===== src/rtl/sha256_pkg.sv =====
// Shared types and constants for the SHA-256 round sequencer.
package sha256_pkg;

  localparam int unsigned ROUNDS_C = 64;
  localparam int unsigned WORDS_C  = 16;
  localparam int unsigned IDX_W_C  = 6;

  typedef enum logic [2:0] {
    IDLE  = 3'd0,
    INIT  = 3'd1,
    PREP  = 3'd2,
    ROUND = 3'd3,
    FINAL = 3'd4,
    DONE  = 3'd5
  } state_e;

endpackage


===== src/rtl/sha256_round_ctrl_if.sv =====
// Control/stream bundle between the SHA-256 sequencer and its datapath.
// Optional abort input exists only when SHA256_CTRL_ABORT_EN is defined.
interface sha256_round_ctrl_if
  import sha256_pkg::*;
#(
  parameter int unsigned IDX_W = IDX_W_C
);

  logic             start;
  logic             first_blk;
  logic             w_valid;
  logic             w_ready;
  logic             w_ld;
  logic             sched_shift;
  logic [IDX_W-1:0] round_idx;
  logic             init_iv;
  logic             ld_work;
  logic             rnd_en;
  logic             upd_hash;
  logic             busy;
  logic             done;
`ifdef SHA256_CTRL_ABORT_EN
  logic             abort;

  modport slave (
    input  start, first_blk, w_valid, abort,
    output w_ready, w_ld, sched_shift, round_idx, init_iv, ld_work,
           rnd_en, upd_hash, busy, done
  );

  modport master (
    output start, first_blk, w_valid, abort,
    input  w_ready, w_ld, sched_shift, round_idx, init_iv, ld_work,
           rnd_en, upd_hash, busy, done
  );
`else
  modport slave (
    input  start, first_blk, w_valid,
    output w_ready, w_ld, sched_shift, round_idx, init_iv, ld_work,
           rnd_en, upd_hash, busy, done
  );

  modport master (
    output start, first_blk, w_valid,
    input  w_ready, w_ld, sched_shift, round_idx, init_iv, ld_work,
           rnd_en, upd_hash, busy, done
  );
`endif

endinterface


===== src/rtl/sha256_round_counter.sv =====
// Round index counter: clear, enable, wraps to 0 after ROUNDS-1 with a
// terminal-count flag qualified by enable.
module sha256_round_counter
  import sha256_pkg::*;
#(
  parameter int unsigned ROUNDS = ROUNDS_C,
  parameter int unsigned IDX_W  = IDX_W_C
) (
  input  logic             CLK,
  input  logic             RST,
  input  logic             clr_i,
  input  logic             en_i,
  output logic [IDX_W-1:0] idx_o,
  output logic             tc_o
);

  logic [IDX_W-1:0] idx_q;
  logic [IDX_W-1:0] idx_d;

  assign tc_o  = en_i && (idx_q == IDX_W'(ROUNDS - 1));
  assign idx_o = idx_q;

  // Next index: clear has priority, terminal count wraps to zero.
  always_comb begin
    idx_d = idx_q;
    if (clr_i) begin
      idx_d = '0;
    end else if (en_i) begin
      idx_d = tc_o ? '0 : idx_q + IDX_W'(1);
    end
  end

  // Index register.
  always_ff @(posedge CLK) begin
    if (RST) idx_q <= '0;
    else     idx_q <= idx_d;
  end

endmodule


===== src/rtl/sha256_round_ctrl.sv =====
// SHA-256 compression sequencer: streams 16 message words, runs the
// round schedule and strobes the external hash/working registers.
// Define SHA256_CTRL_ABORT_EN to add the abort input.
module sha256_round_ctrl
  import sha256_pkg::*;
#(
  parameter int unsigned ROUNDS = ROUNDS_C,
  parameter int unsigned WORDS  = WORDS_C,
  parameter int unsigned IDX_W  = IDX_W_C
) (
  input  logic                CLK,
  input  logic                RST,
  sha256_round_ctrl_if.slave  bus
);

  state_e           state_q, state_d;
  logic             first_q, first_d;
  logic [IDX_W-1:0] idx;
  logic             tc;
  logic             cnt_clr, cnt_en;
  logic             abort_c;

  logic w_ready, w_ld, sched_shift, init_iv, ld_work, rnd_en, upd_hash;
  logic busy, done;

`ifdef SHA256_CTRL_ABORT_EN
  assign abort_c = bus.abort && (state_q inside {INIT, PREP, ROUND, FINAL});
`else
  assign abort_c = 1'b0;
`endif

  sha256_round_counter #(
    .ROUNDS (ROUNDS),
    .IDX_W  (IDX_W)
  ) u_cnt (
    .CLK   (CLK),
    .RST   (RST),
    .clr_i (cnt_clr),
    .en_i  (cnt_en),
    .idx_o (idx),
    .tc_o  (tc)
  );

  // State and first-block flag registers.
  always_ff @(posedge CLK) begin
    if (RST) begin
      state_q <= IDLE;
      first_q <= 1'b0;
    end else begin
      state_q <= state_d;
      first_q <= first_d;
    end
  end

  // Next state and strobe decode; abort overrides every strobe.
  always_comb begin
    state_d     = state_q;
    first_d     = first_q;
    cnt_clr     = 1'b0;
    cnt_en      = 1'b0;
    w_ready     = 1'b0;
    w_ld        = 1'b0;
    sched_shift = 1'b0;
    init_iv     = 1'b0;
    ld_work     = 1'b0;
    rnd_en      = 1'b0;
    upd_hash    = 1'b0;
    busy        = 1'b0;
    done        = 1'b0;
    unique case (state_q)
      IDLE: begin
        if (bus.start) begin
          first_d = bus.first_blk;
          state_d = INIT;
        end
      end
      INIT: begin
        busy    = 1'b1;
        init_iv = first_q;
        state_d = PREP;
      end
      PREP: begin
        busy    = 1'b1;
        ld_work = 1'b1;
        cnt_clr = 1'b1;
        state_d = ROUND;
      end
      ROUND: begin
        busy = 1'b1;
        if (idx < IDX_W'(WORDS)) begin
          w_ready = 1'b1;
          w_ld    = bus.w_valid;
          rnd_en  = bus.w_valid;
        end else begin
          sched_shift = 1'b1;
          rnd_en      = 1'b1;
        end
        cnt_en = rnd_en;
        if (tc) state_d = FINAL;
      end
      FINAL: begin
        busy     = 1'b1;
        upd_hash = 1'b1;
        state_d  = DONE;
      end
      DONE: begin
        done    = 1'b1;
        state_d = IDLE;
      end
      default: state_d = IDLE;
    endcase
    if (abort_c) begin
      state_d     = IDLE;
      cnt_clr     = 1'b1;
      cnt_en      = 1'b0;
      w_ready     = 1'b0;
      w_ld        = 1'b0;
      sched_shift = 1'b0;
      init_iv     = 1'b0;
      ld_work     = 1'b0;
      rnd_en      = 1'b0;
      upd_hash    = 1'b0;
    end
  end

  assign bus.w_ready     = w_ready;
  assign bus.w_ld        = w_ld;
  assign bus.sched_shift = sched_shift;
  assign bus.round_idx   = idx;
  assign bus.init_iv     = init_iv;
  assign bus.ld_work     = ld_work;
  assign bus.rnd_en      = rnd_en;
  assign bus.upd_hash    = upd_hash;
  assign bus.busy        = busy;
  assign bus.done        = done;

endmodule


===== src/flat_wrapper.sv =====
// flat-port wrapper written by rule: the top's interface ports become plain ports
module sha256_round_ctrl_flat import sha256_pkg::*;
#(
  parameter int unsigned ROUNDS = ROUNDS_C,
  parameter int unsigned WORDS  = WORDS_C,
  parameter int unsigned IDX_W  = IDX_W_C
)
  (CLK, RST, bus_start, bus_first_blk, bus_w_valid, bus_w_ready, bus_w_ld, bus_sched_shift, bus_round_idx, bus_init_iv, bus_ld_work, bus_rnd_en, bus_upd_hash, bus_busy, bus_done);
  sha256_round_ctrl_if #(.IDX_W(IDX_W)) bus_i ();
  input  logic CLK;
  input  logic RST;
  input wire logic [$bits(bus_i.start)-1:0] bus_start;
  input wire logic [$bits(bus_i.first_blk)-1:0] bus_first_blk;
  input wire logic [$bits(bus_i.w_valid)-1:0] bus_w_valid;
  output wire logic [$bits(bus_i.w_ready)-1:0] bus_w_ready;
  output wire logic [$bits(bus_i.w_ld)-1:0] bus_w_ld;
  output wire logic [$bits(bus_i.sched_shift)-1:0] bus_sched_shift;
  output wire logic [$bits(bus_i.round_idx)-1:0] bus_round_idx;
  output wire logic [$bits(bus_i.init_iv)-1:0] bus_init_iv;
  output wire logic [$bits(bus_i.ld_work)-1:0] bus_ld_work;
  output wire logic [$bits(bus_i.rnd_en)-1:0] bus_rnd_en;
  output wire logic [$bits(bus_i.upd_hash)-1:0] bus_upd_hash;
  output wire logic [$bits(bus_i.busy)-1:0] bus_busy;
  output wire logic [$bits(bus_i.done)-1:0] bus_done;
  assign bus_i.start = bus_start;
  assign bus_i.first_blk = bus_first_blk;
  assign bus_i.w_valid = bus_w_valid;
  assign bus_w_ready = bus_i.w_ready;
  assign bus_w_ld = bus_i.w_ld;
  assign bus_sched_shift = bus_i.sched_shift;
  assign bus_round_idx = bus_i.round_idx;
  assign bus_init_iv = bus_i.init_iv;
  assign bus_ld_work = bus_i.ld_work;
  assign bus_rnd_en = bus_i.rnd_en;
  assign bus_upd_hash = bus_i.upd_hash;
  assign bus_busy = bus_i.busy;
  assign bus_done = bus_i.done;
  sha256_round_ctrl #(.ROUNDS(ROUNDS), .WORDS(WORDS), .IDX_W(IDX_W)) u_core (.CLK(CLK), .RST(RST), .bus(bus_i));
endmodule

===== config.mk =====
export PLATFORM = sky130hd
export DESIGN_NAME = sha256_round_ctrl_flat
export DESIGN_NICKNAME = d
export VERILOG_FILES = /design/src/rtl/sha256_pkg.sv /design/src/rtl/sha256_round_ctrl_if.sv /design/src/rtl/sha256_round_counter.sv /design/src/rtl/sha256_round_ctrl.sv /design/src/flat_wrapper.sv
export SDC_FILE = /design/constraint.sdc
export NUM_CORES = 1
export LEC_CHECK = 0
export CAP_MARGIN = 25
export CORE_UTILIZATION = 46
export DETAILED_ROUTE_END_ITERATION = 12
export GPL_TIMING_DRIVEN = 0
export HOLD_SLACK_MARGIN = 0.1
export PLACE_DENSITY = 0.83
export SYNTH_ARGS = -nofsm -noshare
export SYNTH_HDL_FRONTEND = slang
export SYNTH_SLANG_ARGS = --single-unit

===== constraint.sdc =====
create_clock -name CLK -period 2.9 [get_ports CLK]
set_clock_uncertainty 0.05 [all_clocks]
set_input_delay 0.58 -clock CLK [delete_from_list [all_inputs] [get_ports CLK]]
set_output_delay 0.58 -clock CLK [all_outputs]
set_load 0.05 [all_outputs]

### After elaboration in Yosys (flattened, before gate mapping)

Index checks and enable logic that the tools add are counted.

| word-level totals | value |
|---|---|
| latch bits | 0 |
| bits of input ports | 5 |
| memories | 0 |
| register bits after elaboration | 10 |
| RAM bits | 0 |
| bits in read-only memories | 0 |

| operators by class | value |
|---|---|
| magnitude comparators | 1 |
| bitwise logic cells | 0 |
| multipliers | 0 |
| add/sub/neg operators | 1 |
| reduce and logical (&&, ||, !) cells | 6 |
| shift operators | 0 |
| equal/unequal tests | 8 |
| divide/modulo/power cells | 0 |
| mux-type cells | 17 |

Operators by type and width:

| operator | number |
|---|---|
| $pmux 3 s5 | 1 |
| $mux 1 | 13 |
| $add 6x1->6 const B | 1 |
| $eq 3x2->1 const B | 2 |
| $eq 3x3->1 const B | 2 |
| $eq 6x6->1 const B | 1 |
| $lt 6x5->1 const B | 1 |
| $mux 3 | 2 |
| $mux 6 | 1 |
| $ne 2x2->1 const B | 2 |
| $reduce_and 2->1 | 2 |
| $reduce_or 4->1 | 1 |
| $eq 3x1->1 const B | 1 |
| $logic_not 3->1 | 1 |
| $reduce_or 2->1 | 1 |
| $logic_and 1x1->1 | 1 |

### Longest topological paths before layout

Gate-level depths: netlist (run 1).

| logic depth | value |
|---|---|
| word-level depth | 6 |
| gate-level depth with buffers | 4 |
| mapped depth without buffers | 4 |

### By module

A second synthesis (run 1) with hierarchy kept.

| second synthesis, totals | value |
|---|---|
| cells, all modules | 60 |
| area total of the unflattened synthesis | 549.3 µm² |

Modules (own cells, without submodules):

| module | instances | sequential area each (µm²) | area each (µm²) | cells each |
|---|---|---|---|---|
| sha256_round_counter | 1 | 120.1 | 281.5 | 29 |
| sha256_round_ctrl | 1 | 80.1 | 267.8 | 31 |

### Worst setup path before layout (run 1)

Ideal clock, no wire load.

| path | value |
|---|---|
| path type | reg2out |
| start | reg u_core.state_q[1] |
| end | out bus_init_iv |
| arrival time | 2008 ps |
| stages on the path, launching flop included | 3 |
| path slack | 262 ps |
| required time | 2270 ps |
| path through | dfxtp_1 -> buf_2 -> nor4bb_1 |

| between the ends | value |
|---|---|
| longest elaborated chain between the ends | 2 |

RTL lines:

| element | RTL line | source |
|---|---|---|
| start, declared | sha256_round_ctrl.sv:16 | `state_e state_q, state_d;` |
| start signal, assigned | sha256_round_ctrl.sv:50 | `state_q <= state_d;` |
| $eq 3x1->1 | sha256_round_ctrl.sv:70 | `unique case (state_q)` |
| $mux 1 | sha256_round_ctrl.sv:70 |  |
| end, declared | flat_wrapper.sv:19 | `output wire logic [$bits(bus_i.init_iv)-1:0] bus_init_iv;` |

No other way between the ends.

### Final worst setup path (run 1)

| path | value |
|---|---|
| start | in bus_w_valid |
| end | out bus_rnd_en |

| between the ends | value |
|---|---|
| longest elaborated chain between the ends | 2 |

RTL lines:

| element | RTL line | source |
|---|---|---|
| start, declared | flat_wrapper.sv:14 | `input wire logic [$bits(bus_i.w_valid)-1:0] bus_w_valid;` |
| $mux 1 | sha256_round_ctrl.sv:90 | `if (idx < IDX_W'(WORDS)) begin` |
| $mux 1 | sha256_round_ctrl.sv:70 |  |
| end, declared | flat_wrapper.sv:21 | `output wire logic [$bits(bus_i.rnd_en)-1:0] bus_rnd_en;` |

No other way between the ends.

==> qor.csv, run 1 <==
metric;value;unit
grt_pass1_wl;2470;um
area_growth;41.3;%
ant_nets;0;
cts_setup_buffers;0;
r2r_slack;1.36;ns
ys_seq_elements;10;
wl;1590;um
ys.flop_type;dfxtp_1;
arrival;2.13;ns
hpwlAfterDp;1120;um
wl_per_cell;14.3;um
ys_types;35;
initial_core_util;51.7;%
multiInputGateArea;382;um^2
maxSlewViolCount;0;
io_pins;20;
ctsRootBufferMaster;clkbuf_4;
vias;646;
path_clk_slew;0.07;ns
path_cells;clkdlybuf4s50_1, nor3_4, nor2_1, clkdlybuf4s50_1;
maxSlewHeadroom;66.5;%
synthesis.nets;80;
yosysWarnings;0;
drt_drc_violations_left;0;
firstDrtPassIters;5;
htree_levels;1;
cp_common_cell;clkdlybuf4s50_1;
crit_slowest_cell;clkdlybuf4s50_1;
fin_crit_sh;95.1;%
setup_tns;0;ns
synth_edf_count;0;
fp.dieArea;1470;um^2
seqCellArea;200;um^2
period_needed;2.76;ns
ys_seq_area_share;33.1;%
synthArstFlopShare;0;%
dieWidth;38.3;um
cap_viol_max_count;0;
max_stage_delay;0.70;ns
power_leakage;0.317;nW
worst_r2r_path_depth;4;
fp.dieH;38.3;um
gp_congestion;0.796;
worst_pin_slew;0.501;ns
grt_max_degree;11;
drive_above_1_share;12.4;%
grt_pass1_vias;535;
antenna_found_initial;0;
netlist_area;606;um^2
cts_made_buffers;3;
peakVddDrop;0.333;mV
crit_path_end_kind;output port;
grt.total_usage;25.5;%
stdcell_count;111;
final_nets;104;
dp.cells;107;
setup_viol_count_final;0;
min_delay_path_depth;2;
clk-insertion-delay-late;0.28;ns
crit_type;input pin to output port;
place.port_buffers;19;
grt_overflow;0;
hold_class;flip-flop to flip-flop;
fill_cells;93;
cts_tree;done;
cts_sinks;10;
design.core.area;1170;um^2
rsz0062_at_grt;no;
final-hold-violation-count;0;
drt-initial-drc-count;20;
cp-start-kind;input pin;
num_rows;12;
finalPower;0.345;mW
powerDensity;403;nW/um^2
cts_buffer_depth;2;
via_per_inst;5.82;
crit_required;2.27;ns
num_antenna_cells;0;
crit_fanout;9;
avgSynthCellArea;8.18;um^2
synthCells;74;
status;finished, final reports clean;
max_freq;363;MHz
area by class of cell:
class | instances | share of cell area [%]
well taps | 14 | 2.05
repair buffers | 19 | 22.2
clock buffers | 4 | 4.24
multi-input cells | 58 | 44.6
plain buffers | 4 | 2.63
inverters | 2 | 0.877
flip-flops and latches | 10 | 23.4
metal layers:
metal	share of wire, %	global-route usage [%]	vias to the layer above
li1	-	-	330
met1	47	32.5	290
met2	46	38.6	20
met3	5.1	6.98	6
met4	1.5	13.4	0
met5	0	0	-
critical path, delay by kind of cell:
| kind | cells | cell delay (ns) |
|---|---|---|
| simple gates | 2 | 0.37 |
| buf+inv | 2 | 1.17 |
synthesized netlist by cell type, drive strengths merged (2+ instances only):
cell type   n  area (um^2)
nand4       3         18.8
or4         2         15.0
or3b        2         17.5
or3         2         12.5
nand2       5         18.8
inv         2         7.51
buf         4         22.5
nor2        7         26.3
nand3b      2         15.0
a21oi       8         40.0
nor3        3         20.0
o21ai       4         20.0
dfxtp      10          200
flip-flops by register name, indices dropped and copies added, names as in the netlist:
name / cells
u_core.first_q: 1
u_core.state_q: 3
u_core.u_cnt.idx_o: 6
per-stage QoR:
stage | utilization (%) | instance area (um^2) | hold slack [ns] | setup slack, ns
2_1_floorplan | - | 606 | 0.402 | 0.262
3_3_place_gp | 69.4 | 813 | 0.417 | 0.0766
3_5_place_dp | 69.4 | 813 | 0.440 | 0.0359
4_1_cts | 72.5 | 850 | 0.458 | 0.0336
5_1_grt | 73.1 | 856 | 0.475 | 0.0923
6_report | 73.1 | 856 | 0.448 | 0.142
cells in the final DEF, fill, tap and decap left out, types with 2 or more instances in the layout:
cell / n
nand2_1: 5
nor2_1: 7
or3_1: 2
a21oi_1: 8
nand4_1: 3
inv_1: 2
nand3b_1: 2
or3b_2: 2
nor3_1: 2
buf_2: 3
o21ai_0: 4
or4_1: 2
clkbuf_4: 3
dfxtp_1: 10
clkdlybuf4s50_1: 19
power by group:
| group | internal (mW) | total (mW) | switching [mW] |
|---|---|---|---|
| Clock | 0.0764 | 0.135 | 0.0582 |
| Combinational | 0.0256 | 0.0667 | 0.0411 |
| Sequential | 0.141 | 0.143 | 0.00220 |
| Total | 0.243 | 0.345 | 0.102 |
logic make-up after synthesis:
group | count (synthesis) | synth area share [%]
fa+ha+maj | 1 | 2.07
xor+xnor | 1 | 1.45
flops | 10 | 33.1
simple gates | 36 | 37.2
compound gates | 19 | 19.6
buf+inv | 6 | 4.96
mux | 1 | 1.65
timing repair:
action	CTS	global route
hold endpoints to repair	0	0
resized for setup	0	1
hold buffers	0	0
endpoints found under the setup margin	0	1
worst paths after layout:
path	start	to
max	bus_w_valid	bus_rnd_en
min	u_core.first_q	u_core.first_q
max reg2reg	u_core.u_cnt.idx_o[0]	u_core.u_cnt.idx_o[0]
min reg2reg	u_core.first_q	u_core.first_q
No activity file was read; power rests on OpenSTA's default activity.
==> run 2: changes to the inputs <==
--- a/config.mk
+++ b/config.mk
@@ -6,11 +6,13 @@
 export NUM_CORES = 1
 export LEC_CHECK = 0
 export CAP_MARGIN = 25
-export CORE_UTILIZATION = 46
+export CORE_UTILIZATION = 45
+export CTS_BUF_LIST = sky130_fd_sc_hd__clkbuf_16
 export DETAILED_ROUTE_END_ITERATION = 12
+export DONT_BUFFER_PORTS = 1
 export GPL_TIMING_DRIVEN = 0
 export HOLD_SLACK_MARGIN = 0.1
-export PLACE_DENSITY = 0.83
+export PLACE_DENSITY = 0.63
 export SYNTH_ARGS = -nofsm -noshare
 export SYNTH_HDL_FRONTEND = slang
 export SYNTH_SLANG_ARGS = --single-unit
==> qor.csv, run 2 (synthesized netlist as in run 1, its figures left out) <==
metric;value;unit;change
status;finished, final reports clean;;unchanged
top_usage_layer;met1;;was met2
crit_type;flip-flop to output port;;was input pin to output port
largest_reg_flops;6;;unchanged
ctsRootBufferMaster;clkbuf_16;;was clkbuf_4
use_met2;25.4;%;was 38.6%
cp-start-kind;flip-flop;;was input pin
io_pins;20;;unchanged
num_rows;12;;unchanged
peakVddDrop;0.323;mV;was 0.333 mV
cts_resized;0;;unchanged
design.core.area;1170;um^2;unchanged
r2r-start;u_core.u_cnt.idx_o[4];;was u_core.u_cnt.idx_o[0]
fp.dieArea;1500;um^2;was 1470 um^2
power_leakage;0.279;nW;was 0.317 nW
crit_slowest_cell;nor2_1;;was clkdlybuf4s50_1
setup_tns;0;ns;unchanged
grt_max_degree;11;;unchanged
dieWidth;38.7;um;was 38.3 um
max_freq;382;MHz;was 363 MHz
min_delay_path_depth;1;;was 2
crit_path_end_kind;output port;;unchanged
grt.total_usage;20.6;%;was 25.5%
htree_levels;1;;unchanged
antenna_found_initial;0;;unchanged
final_common_cell;dfxtp_1;;was clkdlybuf4s50_1
grt_pass1_vias;445;;was 535
combPwrFrac;11.4;%;was 19.4%
final-hold-violation-count;0;;unchanged
area_growth;19.4;%;was 41.3%
use_met3;6.36;%;was 6.98%
critPathTopFamily;simple AND/OR/NAND/NOR gates;;was buffers and inverters
p_int;0.337;mW;was 0.243 mW
clockPowerShare;55.7;%;was 39.1%
cts_sinks;10;;unchanged
fin_crit_sh;90.3;%;was 95.1%
worst_pin_slew;1.09;ns;was 0.501 ns
hold_slack;0.361;ns;was 0.448 ns
hold_class;input pin to flip-flop;;was flip-flop to flip-flop
power.share.switching;23.4;%;was 29.5%
powerDensity;609;nW/um^2;was 403 nW/um^2
drive_above_1_share;17.5;%;was 12.4%
reg2reg_to;u_core.u_cnt.idx_o[5];;was u_core.u_cnt.idx_o[0]
worst_r2r_path_depth;4;;unchanged
arrival;1.99;ns;was 2.13 ns
crit_fanout;10;;was 9
timing.critical_path.buf_inv;1;;was 2
final_nets;87;;was 104
gp_congestion;0.764;;was 0.796
final_cell_mix;dfxtp_1 (10), a21oi_1 (8), nor2_1 (7), nand2_1 (5), o21ai_0 (4);;was clkdlybuf4s50_1 (19), dfxtp_1 (10), a21oi_1 (8), nor2_1 (7), nand2_1 (5)
hold_start;RST;;was u_core.first_q
firstDrtPassIters;4;;was 5
maxSlewHeadroom;26.9;%;was 66.5%
whs_endpoint;u_core.first_q;;unchanged
cts_tree;done;;unchanged
ant_nets;0;;unchanged
drt-initial-drc-count;22;;was 20
period_needed;2.62;ns;was 2.76 ns
grt_overflow;0;;unchanged
cts_setup_buffers;0;;unchanged
initial_core_util;51.7;%;unchanged
vias;586;;was 646
num_antenna_cells;0;;unchanged
path_clk_slew;0.04;ns;was 0.07 ns
place.port_buffers;0;;was 19
wl;1330;um;was 1590 um
cts_buffer_depth;2;;unchanged
power_frac_seq;33.0;%;was 41.6%
setup_viol_count_final;0;;unchanged
hpwlAfterDp;939;um;was 1120 um
crit_required;2.27;ns;about the same
via_per_inst;6.23;;was 5.82
cap_viol_max_count;0;;unchanged
maxSlewViolCount;0;;unchanged
wl_per_cell;14.2;um;was 14.3 um
drt_drc_violations_left;0;;unchanged
p_sw;0.103;mW;was 0.102 mW
postCtsHoldBufs;0;;unchanged
grt_use_met1;29.7;%;was 32.5%
path_cells;buf_2, nor3_2, nor2_1;;was clkdlybuf4s50_1, nor3_4, nor2_1, clkdlybuf4s50_1
fp.dieH;38.7;um;was 38.3 um
max_stage_delay;0.72;ns;was 0.70 ns
r2r_slack;1.03;ns;was 1.36 ns
clk-insertion-delay-late;0.24;ns;was 0.28 ns
cts_made_buffers;3;;unchanged
grt_pass1_wl;2080;um;was 2470 um
rsz0062_at_grt;no;;unchanged
-- run 2: cell types whose count changed in the layout (fill, tap and decap cells not counted), sizes merged --
| cell | delta |
|---|---|
| clkinv | +1 |
| buf | +2 |
| clkbuf | -1 |
| clkdlybuf4s50 | -19 |
-- run 2: worst max path at each step --
| stage | start | end | slack [ns] | cells after the start |
|---|---|---|---|---|
| after floorplan | u_core.state_q[1] | bus_init_iv | 0.26 | 2 |
| after global placement | u_core.state_q[2] | bus_init_iv | 0.19 | 2 |
| after detailed placement | u_core.u_cnt.idx_o[4] | bus_rnd_en | 0.53 | 3 |
| after CTS | u_core.u_cnt.idx_o[4] | bus_rnd_en | 0.28 | 3 |
| after global routing | u_core.u_cnt.idx_o[4] | bus_rnd_en | 0.16 | 3 |
| final | u_core.u_cnt.idx_o[4] | bus_rnd_en | 0.28 | 3 |
-- run 2: layout make-up --
class / count / area (um^2)
buffer: 4 / 22.5
clock buffer: 3 / 75.1
clock inverter: 1 / 3.75
fill: 105 / 448
inverter: 2 / 7.51
multi-input combinational: 58 / 382
sequential: 10 / 200
tap: 14 / 17.5
timing repair buffer: 2 / 15.0
-- run 2: worst register-to-register path: stages (launching register included) --
cell,delay (ns)
dfxtp_1,0.62
buf_2,0.30
nor3_2,0.12
or4_1,0.55
a21oi_1,0.16
-- run 2: metrics by stage --
stage                     utilization, %  setup WS, ns  std cells  area, um^2  total power [mW]
after detailed placement            55.0         0.531         90         644             0.198
after CTS                           61.8         0.283         94         723             0.445
after global routing                61.8         0.160         94         723             0.456
final                               61.8         0.282         94         723             0.440
after global placement              53.2         0.192         88         623             0.196
after floorplan                        -         0.262         74         606             0.190
-- run 2: metal layers --
| layer | wire (um) | share of wire (%) |
|---|---|---|
| met4 | 20 | 1.5 |
| met5 | 0 | 0 |
| met1 | 685 | 51 |
| met2 | 586 | 44 |
| met3 | 40 | 3.0 |
-- run 2: power groups by stage --
stage,combinational [mW],clock [mW],sequential [mW]
CTS,0.0503,0.250,0.145
global placement,0.0482,0,0.147
floorplan,0.0431,0,0.147
global route,0.0535,0.257,0.145
finish,0.0501,0.245,0.145
detailed placement,0.0502,0,0.147
